### src/rtl/traffic_pkg.sv
// Shared definitions for the T-junction conflict monitor: light codes,
// fault codes, lane indices, the lane conflict matrix and small helpers.
package traffic_pkg;

    localparam int NUM_LANES = 6;

    // Controller light codes
    localparam logic [2:0] LIGHT_RED        = 3'b100;
    localparam logic [2:0] LIGHT_YELLOW     = 3'b010;
    localparam logic [2:0] LIGHT_GREEN      = 3'b001;
    localparam logic [2:0] LIGHT_RED_YELLOW = 3'b110;
    localparam logic [2:0] LIGHT_DARK       = 3'b000;

    // Fault causes; the numeric order is also the reporting priority
    typedef enum logic [2:0] {
        FAULT_NONE         = 3'd0,
        FAULT_ILLEGAL_CODE = 3'd1,
        FAULT_CONFLICT     = 3'd2,
        FAULT_BAD_SEQ      = 3'd3,
        FAULT_SHORT_DWELL  = 3'd4
    } fault_code_e;

    // Half-period of the fault flash
    typedef enum logic {
        FLASH_RED  = 1'b0,
        FLASH_DARK = 1'b1
    } flash_phase_e;

    // Lane indices
    localparam logic [2:0] LANE_W_TO_E = 3'd0;
    localparam logic [2:0] LANE_W_TO_N = 3'd1;
    localparam logic [2:0] LANE_E_TO_W = 3'd2;
    localparam logic [2:0] LANE_E_TO_N = 3'd3;
    localparam logic [2:0] LANE_N_TO_E = 3'd4;
    localparam logic [2:0] LANE_N_TO_W = 3'd5;

    // CONFLICT_MATRIX[i][j] is set when lanes i and j may not be active together.
    // Conflicting pairs: 0-4, 1-2, 1-3, 1-4, 2-4, 2-5 (matrix is symmetric).
    localparam logic [NUM_LANES-1:0][NUM_LANES-1:0] CONFLICT_MATRIX = {
        6'b000100,  // lane 5
        6'b000111,  // lane 4
        6'b000010,  // lane 3
        6'b110010,  // lane 2
        6'b011100,  // lane 1
        6'b010000   // lane 0
    };

    function automatic logic is_legal_code(input logic [2:0] code);
        return (code == LIGHT_RED) || (code == LIGHT_YELLOW) ||
               (code == LIGHT_GREEN) || (code == LIGHT_RED_YELLOW);
    endfunction

    function automatic logic is_legal_step(input logic [2:0] from_code, input logic [2:0] to_code);
        return ((from_code == LIGHT_RED)        && (to_code == LIGHT_RED_YELLOW)) ||
               ((from_code == LIGHT_RED_YELLOW) && (to_code == LIGHT_GREEN))      ||
               ((from_code == LIGHT_GREEN)      && (to_code == LIGHT_YELLOW))     ||
               ((from_code == LIGHT_YELLOW)     && (to_code == LIGHT_RED));
    endfunction

    // Index of the lowest set bit; 0 when none is set
    function automatic logic [2:0] first_lane(input logic [NUM_LANES-1:0] vec);
        logic [2:0] lane;
        lane = '0;
        for (int i = NUM_LANES - 1; i >= 0; i--) begin
            if (vec[i]) lane = 3'(i);
        end
        return lane;
    endfunction

endpackage

### src/rtl/traffic_conflict_monitor_if.sv
// Light bus between the junction controller (master) and the conflict
// monitor (slave): six controller codes in, six lamp drives and fault status out.
interface traffic_conflict_monitor_if;

    logic [2:0] w_to_e_in;
    logic [2:0] w_to_n_in;
    logic [2:0] e_to_w_in;
    logic [2:0] e_to_n_in;
    logic [2:0] n_to_e_in;
    logic [2:0] n_to_w_in;
    logic       fault_clr;

    logic [2:0] w_to_e;
    logic [2:0] w_to_n;
    logic [2:0] e_to_w;
    logic [2:0] e_to_n;
    logic [2:0] n_to_e;
    logic [2:0] n_to_w;
    logic       fault;
    logic [2:0] fault_code;
    logic [2:0] fault_lane;

    modport master (
        output w_to_e_in, w_to_n_in, e_to_w_in, e_to_n_in, n_to_e_in, n_to_w_in, fault_clr,
        input  w_to_e, w_to_n, e_to_w, e_to_n, n_to_e, n_to_w, fault, fault_code, fault_lane
    );

    modport slave (
        input  w_to_e_in, w_to_n_in, e_to_w_in, e_to_n_in, n_to_e_in, n_to_w_in, fault_clr,
        output w_to_e, w_to_n, e_to_w, e_to_n, n_to_e, n_to_w, fault, fault_code, fault_lane
    );

endinterface

### src/rtl/traffic_lane_checker.sv
// Per-lane checker: registers the controller code (cur/prev) and flags
// illegal codes, illegal phase steps and, when TRAFFIC_MONITOR_DWELL_CHECK_EN
// is defined, aspects left before their minimum dwell.
module traffic_lane_checker
    import traffic_pkg::*;
#(
    parameter int MIN_GREEN = 25_000_000,
    parameter int MIN_AMBER = 25_000_000
) (
    input  logic       clk,
    input  logic       rst_n,
    input  logic [2:0] i_code,
    output logic [2:0] o_cur,
    output logic       o_illegal,
    output logic       o_bad_seq,
    output logic       o_short_dwell
);

    logic [2:0] r_cur;
    logic [2:0] r_prev;
    logic       w_changed;

    // Capture the controller code and keep one cycle of history
    always_ff @(posedge clk or negedge rst_n) begin
        // NOTE: sequential state uses non-blocking assignments so r_prev sees the old r_cur.
        if (!rst_n) begin
            r_cur  <= LIGHT_RED;
            r_prev <= LIGHT_RED;
        end else begin
            r_cur  <= i_code;
            r_prev <= r_cur;
        end
    end

    assign w_changed = (r_cur != r_prev);
    assign o_cur     = r_cur;
    assign o_illegal = !is_legal_code(r_cur);
    // Sequence is only judged between two legal codes
    assign o_bad_seq = w_changed && is_legal_code(r_cur) && is_legal_code(r_prev) &&
                       !is_legal_step(r_prev, r_cur);

`ifdef TRAFFIC_MONITOR_DWELL_CHECK_EN
    localparam int DWELL_MAX = (MIN_GREEN > MIN_AMBER) ? MIN_GREEN : MIN_AMBER;
    localparam int DWELL_W   = $clog2(DWELL_MAX) + 1;

    logic [DWELL_W-1:0] r_dwell;
    logic [DWELL_W-1:0] w_dwell_min;

    // Count how long prev has been held; restart on each change of cur
    always_ff @(posedge clk or negedge rst_n) begin
        if (!rst_n) begin
            r_dwell <= '0;
        end else if (w_changed) begin
            r_dwell <= DWELL_W'(1);
        end else if (r_dwell != DWELL_W'(DWELL_MAX)) begin
            r_dwell <= r_dwell + 1'b1;
        end
    end

    // Minimum hold time of the aspect being left
    always_comb begin
        // NOTE: default first so every path assigns and no latch is inferred.
        w_dwell_min = '0;
        case (r_prev)
            LIGHT_GREEN:                   w_dwell_min = DWELL_W'(MIN_GREEN);
            LIGHT_YELLOW, LIGHT_RED_YELLOW: w_dwell_min = DWELL_W'(MIN_AMBER);
            default:                       w_dwell_min = '0;
        endcase
    end

    assign o_short_dwell = w_changed && (r_dwell < w_dwell_min);
`else
    logic w_unused_cfg;
    assign w_unused_cfg  = ^{MIN_GREEN, MIN_AMBER};
    assign o_short_dwell = 1'b0;
`endif

endmodule

### src/rtl/traffic_conflict_monitor.sv
// Safety monitor and lamp driver for the six T-junction light buses.
// Lamps follow the controller until the first violation, then a fault is
// latched (cause + lane) and all lamps flash RED/dark until a clean clear.
// Optional minimum-dwell checking: define TRAFFIC_MONITOR_DWELL_CHECK_EN.
module traffic_conflict_monitor
    import traffic_pkg::*;
#(
    parameter int MIN_GREEN = 25_000_000,
    parameter int MIN_AMBER = 25_000_000,
    parameter int FLASH_DIV = 50_000_000
) (
    input  logic                       clk,
    input  logic                       rst_n,
    traffic_conflict_monitor_if.slave  io_bus
);

    localparam int FLASH_W = (FLASH_DIV > 1) ? $clog2(FLASH_DIV) : 1;

    logic [2:0]           w_code_in [NUM_LANES];
    logic [2:0]           w_cur     [NUM_LANES];
    logic [2:0]           w_lamp    [NUM_LANES];
    logic [NUM_LANES-1:0] w_illegal;
    logic [NUM_LANES-1:0] w_bad_seq;
    logic [NUM_LANES-1:0] w_short_dwell;
    logic [NUM_LANES-1:0] w_active;
    logic [NUM_LANES-1:0] w_conflict;
    logic                 w_all_red;
    fault_code_e          w_viol_code;
    logic [2:0]           w_viol_lane;
    logic                 w_violation;
    logic                 w_clear_ok;

    logic                 r_fault;
    fault_code_e          r_fault_code;
    logic [2:0]           r_fault_lane;
    logic [FLASH_W-1:0]   r_flash_cnt;
    flash_phase_e         r_flash_phase;

    assign w_code_in[LANE_W_TO_E] = io_bus.w_to_e_in;
    assign w_code_in[LANE_W_TO_N] = io_bus.w_to_n_in;
    assign w_code_in[LANE_E_TO_W] = io_bus.e_to_w_in;
    assign w_code_in[LANE_E_TO_N] = io_bus.e_to_n_in;
    assign w_code_in[LANE_N_TO_E] = io_bus.n_to_e_in;
    assign w_code_in[LANE_N_TO_W] = io_bus.n_to_w_in;

    for (genvar g = 0; g < NUM_LANES; g++) begin : g_lane
        traffic_lane_checker #(
            .MIN_GREEN (MIN_GREEN),
            .MIN_AMBER (MIN_AMBER)
        ) u_lane (
            .clk           (clk),
            .rst_n         (rst_n),
            .i_code        (w_code_in[g]),
            .o_cur         (w_cur[g]),
            .o_illegal     (w_illegal[g]),
            .o_bad_seq     (w_bad_seq[g]),
            .o_short_dwell (w_short_dwell[g])
        );
        assign w_active[g] = (w_cur[g] != LIGHT_RED);
    end

    // Flag the lower lane of every conflicting pair that is active together
    always_comb begin
        w_conflict = '0;
        for (int i = 0; i < NUM_LANES; i++) begin
            for (int j = i + 1; j < NUM_LANES; j++) begin
                if (CONFLICT_MATRIX[i][j] && w_active[i] && w_active[j]) w_conflict[i] = 1'b1;
            end
        end
    end

    // Lowest fault code wins, then lowest lane
    always_comb begin
        w_viol_code = FAULT_NONE;
        w_viol_lane = '0;
        if (|w_illegal) begin
            w_viol_code = FAULT_ILLEGAL_CODE;
            w_viol_lane = first_lane(w_illegal);
        end else if (|w_conflict) begin
            w_viol_code = FAULT_CONFLICT;
            w_viol_lane = first_lane(w_conflict);
        end else if (|w_bad_seq) begin
            w_viol_code = FAULT_BAD_SEQ;
            w_viol_lane = first_lane(w_bad_seq);
        end else if (|w_short_dwell) begin
            w_viol_code = FAULT_SHORT_DWELL;
            w_viol_lane = first_lane(w_short_dwell);
        end
    end

    // A clear is honoured only on an all-RED, violation-free cycle
    always_comb begin
        w_all_red = 1'b1;
        for (int i = 0; i < NUM_LANES; i++) begin
            if (w_cur[i] != LIGHT_RED) w_all_red = 1'b0;
        end
    end

    assign w_violation = (w_viol_code != FAULT_NONE);
    assign w_clear_ok  = io_bus.fault_clr && w_all_red && !w_violation;

    // Latch the first violation; later ones are ignored until a clean clear
    always_ff @(posedge clk or negedge rst_n) begin
        if (!rst_n) begin
            r_fault      <= 1'b0;
            r_fault_code <= FAULT_NONE;
            r_fault_lane <= '0;
        end else if (!r_fault) begin
            if (w_violation) begin
                r_fault      <= 1'b1;
                r_fault_code <= w_viol_code;
                r_fault_lane <= w_viol_lane;
            end
        end else if (w_clear_ok) begin
            r_fault      <= 1'b0;
            r_fault_code <= FAULT_NONE;
            r_fault_lane <= '0;
        end
    end

    // Flash generator: held at RED/0 while healthy so it starts fresh on a fault
    always_ff @(posedge clk or negedge rst_n) begin
        if (!rst_n) begin
            r_flash_cnt   <= '0;
            r_flash_phase <= FLASH_RED;
        end else if (!r_fault) begin
            r_flash_cnt   <= '0;
            r_flash_phase <= FLASH_RED;
        end else if (r_flash_cnt == FLASH_W'(FLASH_DIV - 1)) begin
            r_flash_cnt   <= '0;
            r_flash_phase <= (r_flash_phase == FLASH_RED) ? FLASH_DARK : FLASH_RED;
        end else begin
            r_flash_cnt   <= r_flash_cnt + 1'b1;
        end
    end

    // Lamp mux: follow the controller, or flash when faulted
    always_comb begin
        for (int i = 0; i < NUM_LANES; i++) begin
            w_lamp[i] = w_cur[i];
            if (r_fault) w_lamp[i] = (r_flash_phase == FLASH_RED) ? LIGHT_RED : LIGHT_DARK;
        end
    end

    assign io_bus.w_to_e     = w_lamp[LANE_W_TO_E];
    assign io_bus.w_to_n     = w_lamp[LANE_W_TO_N];
    assign io_bus.e_to_w     = w_lamp[LANE_E_TO_W];
    assign io_bus.e_to_n     = w_lamp[LANE_E_TO_N];
    assign io_bus.n_to_e     = w_lamp[LANE_N_TO_E];
    assign io_bus.n_to_w     = w_lamp[LANE_N_TO_W];
    assign io_bus.fault      = r_fault;
    assign io_bus.fault_code = r_fault_code;
    assign io_bus.fault_lane = r_fault_lane;

endmodule

### src/flat_wrapper.sv
// flat-port wrapper written by rule: the top's interface ports become plain ports
module traffic_conflict_monitor_flat import traffic_pkg::*;
#(
    parameter int MIN_GREEN = 25_000_000,
    parameter int MIN_AMBER = 25_000_000,
    parameter int FLASH_DIV = 50_000_000
)
  (clk, rst_n, io_bus_w_to_e_in, io_bus_w_to_n_in, io_bus_e_to_w_in, io_bus_e_to_n_in, io_bus_n_to_e_in, io_bus_n_to_w_in, io_bus_fault_clr, io_bus_w_to_e, io_bus_w_to_n, io_bus_e_to_w, io_bus_e_to_n, io_bus_n_to_e, io_bus_n_to_w, io_bus_fault, io_bus_fault_code, io_bus_fault_lane);
  traffic_conflict_monitor_if io_bus_i ();
  input  logic clk;
  input  logic rst_n;
  input wire logic [$bits(io_bus_i.w_to_e_in)-1:0] io_bus_w_to_e_in;
  input wire logic [$bits(io_bus_i.w_to_n_in)-1:0] io_bus_w_to_n_in;
  input wire logic [$bits(io_bus_i.e_to_w_in)-1:0] io_bus_e_to_w_in;
  input wire logic [$bits(io_bus_i.e_to_n_in)-1:0] io_bus_e_to_n_in;
  input wire logic [$bits(io_bus_i.n_to_e_in)-1:0] io_bus_n_to_e_in;
  input wire logic [$bits(io_bus_i.n_to_w_in)-1:0] io_bus_n_to_w_in;
  input wire logic [$bits(io_bus_i.fault_clr)-1:0] io_bus_fault_clr;
  output wire logic [$bits(io_bus_i.w_to_e)-1:0] io_bus_w_to_e;
  output wire logic [$bits(io_bus_i.w_to_n)-1:0] io_bus_w_to_n;
  output wire logic [$bits(io_bus_i.e_to_w)-1:0] io_bus_e_to_w;
  output wire logic [$bits(io_bus_i.e_to_n)-1:0] io_bus_e_to_n;
  output wire logic [$bits(io_bus_i.n_to_e)-1:0] io_bus_n_to_e;
  output wire logic [$bits(io_bus_i.n_to_w)-1:0] io_bus_n_to_w;
  output wire logic [$bits(io_bus_i.fault)-1:0] io_bus_fault;
  output wire logic [$bits(io_bus_i.fault_code)-1:0] io_bus_fault_code;
  output wire logic [$bits(io_bus_i.fault_lane)-1:0] io_bus_fault_lane;
  assign io_bus_i.w_to_e_in = io_bus_w_to_e_in;
  assign io_bus_i.w_to_n_in = io_bus_w_to_n_in;
  assign io_bus_i.e_to_w_in = io_bus_e_to_w_in;
  assign io_bus_i.e_to_n_in = io_bus_e_to_n_in;
  assign io_bus_i.n_to_e_in = io_bus_n_to_e_in;
  assign io_bus_i.n_to_w_in = io_bus_n_to_w_in;
  assign io_bus_i.fault_clr = io_bus_fault_clr;
  assign io_bus_w_to_e = io_bus_i.w_to_e;
  assign io_bus_w_to_n = io_bus_i.w_to_n;
  assign io_bus_e_to_w = io_bus_i.e_to_w;
  assign io_bus_e_to_n = io_bus_i.e_to_n;
  assign io_bus_n_to_e = io_bus_i.n_to_e;
  assign io_bus_n_to_w = io_bus_i.n_to_w;
  assign io_bus_fault = io_bus_i.fault;
  assign io_bus_fault_code = io_bus_i.fault_code;
  assign io_bus_fault_lane = io_bus_i.fault_lane;
  traffic_conflict_monitor #(.MIN_GREEN(MIN_GREEN), .MIN_AMBER(MIN_AMBER), .FLASH_DIV(FLASH_DIV)) u_core (.clk(clk), .rst_n(rst_n), .io_bus(io_bus_i));
endmodule
### config.mk
export PLATFORM = sky130hd
export DESIGN_NAME = traffic_conflict_monitor_flat
export DESIGN_NICKNAME = d
export VERILOG_FILES = /design/src/rtl/traffic_pkg.sv /design/src/rtl/traffic_conflict_monitor_if.sv /design/src/rtl/traffic_lane_checker.sv /design/src/rtl/traffic_conflict_monitor.sv /design/src/flat_wrapper.sv
export SDC_FILE = /design/constraint.sdc
export NUM_CORES = 1
export LEC_CHECK = 0
export CAP_MARGIN = 10
export CORE_ASPECT_RATIO = 0.6
export CORE_MARGIN = 2
export CORE_UTILIZATION = 40
export CTS_CLUSTER_DIAMETER = 40
export DETAILED_ROUTE_END_ITERATION = 12
export GPL_ROUTABILITY_DRIVEN = 1
export GPL_TIMING_DRIVEN = 0
export PLACE_DENSITY = 0.66
export SLEW_MARGIN = 30
export SYNTH_ARGS = -nofsm -noshare
export SYNTH_HDL_FRONTEND = slang
export SYNTH_SLANG_ARGS = --single-unit
### constraint.sdc
create_clock -name clk -period 2.1 [get_ports clk]
set_input_delay 0.42 -clock clk [delete_from_list [all_inputs] [get_ports clk]]
set_output_delay 0.42 -clock clk [all_outputs]
set_load 0.02 [all_outputs]
**Yosys cells after proc, flatten, opt, wreduce, memory -nomap -nowiden**

Index checks and enable logic that the tools add are counted.
W data, S select, Z words.

- Equal/unequal tests: 63
- Multiply operators: 0
- Div/mod/pow operators: 0
- Shifts and indexed selects: 0
- Bitwise logic cells: 0
- Add/sub/neg operators: 1
- Reduce and logical (&&, ||, !) cells: 123
- $lt $le $gt $ge: 0
- Muxes and demuxes: 53

Operator list:

| cell | number |
|---|---|
| $mux W3 | 29 |
| $eq A3 B3 Y1 const B | 24 |
| $logic_or A1 B1 Y1 | 54 |
| $mux W26 | 2 |
| $logic_and A1 B1 Y1 | 50 |
| $eq A3 B1 Y1 const B | 12 |
| $eq A3 B2 Y1 const B | 12 |
| $add A26 B1 Y26 const B | 1 |
| $eq A26 B26 Y1 const B | 1 |
| $mux W1 | 18 |
| $ne A3 B3 Y1 | 6 |
| $ne A3 B3 Y1 const B | 6 |
| $logic_not A1 Y1 | 13 |
| $reduce_or A6 Y1 | 2 |
| $mux W2 | 4 |
| $reduce_bool A3 Y1 | 1 |
| $reduce_or A3 Y1 | 1 |
| $ne A2 B1 Y1 const B | 1 |
| $ne A2 B2 Y1 const B | 1 |
| $reduce_and A2 Y1 | 1 |
| $reduce_bool A2 Y1 | 1 |

- Bits in read-only memories: 0
- Word-level logic and storage cells: 257
- Memories kept: 0
- Bits in latches: 0
- Output and inout port bits: 25
- Input bits: 21
- RAM bits: 0
- Register bits: 70

**Depth between registers and ports, before layout**

- Depth after elaboration: 18
- Depth in mapped cells: 8
- Mapped depth without buffers: 7

**Cells and area by module**

A second synthesis with hierarchy kept.

- Cells, all modules: 349
- Area, all modules: 3548.4 sq um

By module, submodules not included:

| module | cells each | times used | area an instance (sq um) | sequential area each (sq um) |
|---|---|---|---|---|
| traffic_conflict_monitor | 235 | 1 | 2084.5 | 850.8 |
| traffic_lane_checker | 19 | 6 | 244.0 | 152.6 |

**Worst setup path before layout**

OpenSTA, ideal clock, no wires.

- Path type: reg-to-reg
- From: register u_core.g_lane[4].u_lane.r_cur[2]
- To: register u_core.r_fault_lane[0], in the netlist u_core.io_bus.fault_lane[0]
- Stages on the path, launching flop included: 7
- Required time: 1964 ps
- Arrival time: 1931 ps
- Setup time: 136 ps
- Period minus slack after synthesis: 2067 ps
- Path slack: 33 ps
- Buffers on the path: 0
- Path through: dfstp_2 > or3_1 > nand2_1 > or3_1 > or3_4 > a2111oi_4 > o22ai_1

- Longest elaborated chain between the ends: 17
- Elaborated cells between the ends (all ways): 60
- Classes of those cells: eq/ne: 7; mux: 26; reduce/logical: 27

RTL lines:

| item | RTL line | text |
|---|---|---|
| start: declaration | traffic_lane_checker.sv:19 | `logic [2:0] r_cur;` |
| start signal: assignment | traffic_lane_checker.sv:30 | `r_cur <= i_code;` |
| $eq A3 B3 Y1, or another cell as far along | traffic_pkg.sv:49, traffic_pkg.sv:57 |  |
| $logic_or A1 B1 Y1, or another cell as far along | traffic_pkg.sv:49 | `return (code == LIGHT_RED) \|\| (code == LIGHT_YELLOW) \|\|` |
| $logic_or A1 B1 Y1, on equally long branches | traffic_pkg.sv:49, traffic_pkg.sv:54 |  |
| $logic_or A1 B1 Y1, on equally long branches | traffic_pkg.sv:50, traffic_pkg.sv:55 |  |
| $logic_and A1 B1 Y1 or $logic_or A1 B1 Y1 (tied branches) | traffic_lane_checker.sv:39, traffic_pkg.sv:56 |  |
| $logic_and A1 B1 Y1 or $logic_not A1 Y1 (tied branches) | traffic_lane_checker.sv:39, traffic_lane_checker.sv:40 |  |
| $logic_and A1 B1 Y1 | traffic_lane_checker.sv:39 | `assign o_bad_seq = w_changed && is_legal_code(r_cur) && is_legal_code(r_prev) &&` |
| $mux W3 (5 in series) | traffic_pkg.sv:65 | `if (vec[i]) lane = 3'(i);` |
| $mux W3 | traffic_conflict_monitor.sv:82 | `end else if (\|w_bad_seq) begin` |
| $mux W3 | traffic_conflict_monitor.sv:79 | `end else if (\|w_conflict) begin` |
| $mux W3 | traffic_conflict_monitor.sv:76 | `if (\|w_illegal) begin` |
| $mux W3 | traffic_conflict_monitor.sv:109 | `if (w_violation) begin` |
| $mux W3 | traffic_conflict_monitor.sv:108 | `end else if (!r_fault) begin` |
| end signal: assignment | traffic_conflict_monitor.sv:112 | `r_fault_lane <= w_viol_lane;` |
| end: declaration | traffic_conflict_monitor.sv:35 | `logic [2:0] r_fault_lane;` |

Several ways; a longest one is shown, not always the timed one. The select of a mux whose other input is x is not followed.
A chain may end at the register's enable or synchronous reset.

**Worst setup path in the final report**

- From: register u_core.g_lane[0].u_lane.r_cur[2]
- To: register u_core.r_fault_lane[1], in the netlist u_core.io_bus.fault_lane[1]

- Longest elaborated chain between the ends: 16
- Elaborated cells between the ends (all ways): 50
- Classes of those cells: eq/ne: 7; mux: 18; reduce/logical: 25

RTL lines:

| item | RTL line | text |
|---|---|---|
| start: declaration | traffic_lane_checker.sv:19 |  |
| start signal: assignment | traffic_lane_checker.sv:30 |  |
| $eq A3 B3 Y1, or another cell as far along | traffic_pkg.sv:49, traffic_pkg.sv:57 |  |
| $logic_or A1 B1 Y1, or another cell as far along | traffic_pkg.sv:49 |  |
| $logic_or A1 B1 Y1, on equally long branches | traffic_pkg.sv:49, traffic_pkg.sv:54 |  |
| $logic_or A1 B1 Y1, on equally long branches | traffic_pkg.sv:50, traffic_pkg.sv:55 |  |
| $logic_and A1 B1 Y1 or $logic_or A1 B1 Y1 (tied branches) | traffic_lane_checker.sv:39, traffic_pkg.sv:56 |  |
| $logic_and A1 B1 Y1 or $logic_not A1 Y1 (tied branches) | traffic_lane_checker.sv:39, traffic_lane_checker.sv:40 |  |
| $logic_and A1 B1 Y1 | traffic_lane_checker.sv:39 |  |
| $reduce_or A6 Y1 | traffic_conflict_monitor.sv:82 |  |
| $mux W2 | traffic_conflict_monitor.sv:82 |  |
| $mux W3 | traffic_conflict_monitor.sv:79 |  |
| $mux W3 | traffic_conflict_monitor.sv:76 |  |
| $reduce_bool A3 Y1 | traffic_conflict_monitor.sv:99 | `assign w_violation = (w_viol_code != FAULT_NONE);` |
| $logic_not A1 Y1 | traffic_conflict_monitor.sv:100 | `assign w_clear_ok = io_bus.fault_clr && w_all_red && !w_violation;` |
| $logic_and A1 B1 Y1 | traffic_conflict_monitor.sv:100 |  |
| $ne A2 B1 Y1 (no source line) | -- |  |
| $reduce_and A2 Y1 (no source line) | -- |  |

Several ways; a longest one is shown, not always the timed one. The select of a mux whose other input is x is not followed.

==> impl_metrics.yaml <==
critical_path:
  crit_arrival_ps: 2370
  cp_slowest_cell: "dfstp_2"
  r2r_cells: 6
  crit_buf_inv: 0
  crit_family: "compound AO/OA/AOI/OAI gates"
  cp_cell_sequence: "nor3b_1 -> a21oi_2 -> o22ai_2 -> nand3_2 -> o31a_1 -> mux2i_1"
  critPathLaunchType: "flop"
  path_depth: 6
  crit_fanout: 6
  worstSetupPathType: "reg -> reg"
  cp.required_ps: 2300
  cpPeakStageDelay_ps: 570
  crit_path_end_kind: "flop"
global_route:
  grtUsageTotal_pct: 18.6
  grt_pass1_wl_microns: 12700
  antenna_found_initial: 0
  grt_pass1_vias: 2439
  overflow: 0
  grt_start_max_net_pins: 36
sta:
  report.final.slew_viol_count: 0
  setup_ws_ps: -74.4
  post-route-min-period_ps: 2170
  slew_headroom_pct: 62.1
  setup_viol: 3
  hold_viol: 0
  worst_pin_slew_ps: 567
  fmax_ghz: 0.460
  min_period_over_period_pct: 104
  finClkSkew_ps: 7.69
  rsz0062_at_grt: "yes"
floorplan:
  die_w_microns: 123
  ios: 46
  start_util_pct: 40.7
  rows: 26
  die_area_sq_um: 9350
  coreArea_sq_um: 8430
  die_h_microns: 75.7
place:
  port_buffers: 44
  routabilityCongestion: 0.898
  post_dp_cell_area_sq_um: 4020
  place_hpwl_microns: 5710
clock_network:
  cts_made_buffers: 9
  cts_num_sinks: 69
  cts_buffer_depth: 2
  cts_root_buffer: "clkbuf_16"
  clkLatencyLatePin_ps: 340
  htreeDepth: 3
  cts.clk_slew.worst_paths_ps: 50
  cts_tree: "done"
routing:
  drt-initial-drc-count: 177
  drtPass1Iterations: 5
  vias_per_cell: 5.33
  wl_microns: 8320
  wire_per_inst_microns: 16.1
  drc: 0
  vias: 2754
  postRouteAntennaNets: 0
yosys:
  synthTopCellsByArea: "dfrtp_1, dfstp_2, xor2_1"
  synthCells: 333
  synth_top_area_share_pct: 41.6
  ys_ff_latch: 69
  async_flop_share_pct: 100
  synth_edf_count: 0
  yosys_warnings: 0
  syn-cell-area_sq_um: 3430
  synthesis.nets: 355
  seq_area_frac_synth_pct: 50.8
  yosys.area.top_type: "dfrtp_1"
  synthFlopType: "dfrtp_1"
  synth_cell_types: 57
  syn_area_per_cell_sq_um: 10.3
pwr:
  power_leakage_uw: 0.00190
  powerDensity_nw_per_um2: 715
  ir_drop_v: 0.000480
  power_uw: 3250
final_layout:
  final_nets: 422
  drive_gt1_share_pct: 19.8
  final_cell_mix: "dfrtp_1, nor2_1, clkdlybuf4s50_1"
  final_cell_area_sq_um: 4540
  layout_commonest_cell: "dfrtp_1"
  areaGrowthSynthToFinish_pct: 32.6
  n_antenna_cell: 0
flow_run:
  cap_violations: 0
status:
  violations: "setup timing"
  outcome: "finished, violations left"
worst_hold_path:
  hold_path_class: "in -> async"
-- area by class of cell --
type | instances | area, sq um
timing repair buffer | 57 | 529
clock buffer | 11 | 253
tap | 112 | 140
clock inverter | 5 | 58.8
multi-input combinational | 253 | 1760
buffer | 6 | 46.3
sequential | 69 | 1740
inverter | 4 | 15.0
fill | 729 | 3880
-- flip-flops by register name, indices dropped and copies added (netlist names) --
| signal | flops |
|---|---|
| u_core.r_flash_cnt | 26 |
| u_core.g_lane.u_lane.r_prev | 18 |
| u_core.io_bus.fault_lane | 3 |
| u_core.r_flash_phase | 1 |
| u_core.io_bus.fault | 1 |
| u_core.g_lane.u_lane.o_cur | 18 |
| u_core.io_bus.fault_code | 2 |
-- power breakdown --
| group | total, uW | switching, uW | internal, uW |
|---|---|---|---|
| Sequential | 1430 | 58.3 | 1380 |
| Combinational | 253 | 127 | 126 |
| Clock | 1560 | 578 | 983 |
-- synthesized netlist by cell type, types with 3 or more instances --
library cell and count:
a21oi_1 8, o21a_1 6, buf_2 3, o21ai_1 4, xor2_1 24, nor2b_1 16, xnor2_1 9, o22ai_1 6
dfstp_2 12, nand2_1 15, nor3b_1 3, nor2_1 43, o21ai_0 10, inv_1 4, nand2b_1 9, o31ai_1 4
a2bb2oi_1 3, and3_1 5, dfrtp_1 57, and3b_1 3, nand3_1 14, a31oi_1 5, nand4_1 10, mux2i_1 5
nor3_1 8, or3_1 5, clkbuf_1 3
-- kinds of logic after synthesis --
| family | after synthesis | synth area share (%) |
|---|---|---|
| compound gates | 63 | 13.0 |
| xor+xnor | 33 | 8.44 |
| fa+ha+maj | 1 | 0.365 |
| buf+inv | 11 | 1.42 |
| flops | 69 | 50.8 |
| mux | 5 | 1.46 |
| other cells | 1 | 0.109 |
| simple gates | 150 | 24.3 |
-- what timing repair did --
item | 4_1_cts | 5_1_grt
setup buffers | 6 | 6
hold buffers | 0 | 0
endpoints found under the setup margin | 23 | 28
gates resized for setup | 39 | 27
pin swaps | 6 | 10
endpoints found under the hold margin | 0 | 0
-- worst reg2reg max path, cell delays in order, from the launching register on --
cell and delay [ps]:
dfstp_2 570, nor3b_1 500, a21oi_2 130, o22ai_2 250, nand3_2 110, o31a_1 320
mux2i_1 140
-- path summary, 6_finish.rpt --
kind / to / start / slack, ps
worst max-delay path: u_core.io_bus.fault_lane[1]$_DFFE_PN0P_ / u_core.g_lane[0].u_lane.o_cur[2]$_DFF_PN1_ / -70
worst min-delay path: u_core.io_bus.fault_lane[2]$_DFFE_PN0P_ / rst_n / 40
worst max register to register: u_core.io_bus.fault_lane[1]$_DFFE_PN0P_ / u_core.g_lane[0].u_lane.o_cur[2]$_DFF_PN1_ / -70
worst min register to register: u_core.g_lane[4].u_lane.r_prev[2]$_DFF_PN1_ / u_core.g_lane[4].u_lane.o_cur[2]$_DFF_PN1_ / 400
max in group asynchronous: u_core.g_lane[4].u_lane.o_cur[2]$_DFF_PN1_ / rst_n / 1440
min in group clk: u_core.g_lane[4].u_lane.r_prev[2]$_DFF_PN1_ / u_core.g_lane[4].u_lane.o_cur[2]$_DFF_PN1_ / 400
-- per-stage QoR --
| step | instances | setup slack, ps | utilization [%] | TNS (ps) | hold WS [ps] |
|---|---|---|---|---|---|
| global placement | 489 | -1650 | 47.5 | -105480 | 389 |
| finish | 517 | -74.4 | 53.9 | -208 | 43.6 |
| CTS | 512 | -148 | 52.5 | -403 | 47.9 |
| detailed placement | 490 | -226 | 47.8 | -1310 | 394 |
| global route | 517 | -190 | 53.9 | -864 | 71.5 |
| floorplan | 333 | 33.3 | - | 0 | 124 |
-- metal layers --
layer	vias up	track usage [%]	share of wire [%]
li1	1333	-	-
met1	1328	29.0	53
met2	81	23.6	40
met3	12	5.54	5.5
met4	0	6.94	1.5
met5	-	0	0
Note: power is estimated with default switching activity, not from simulation.
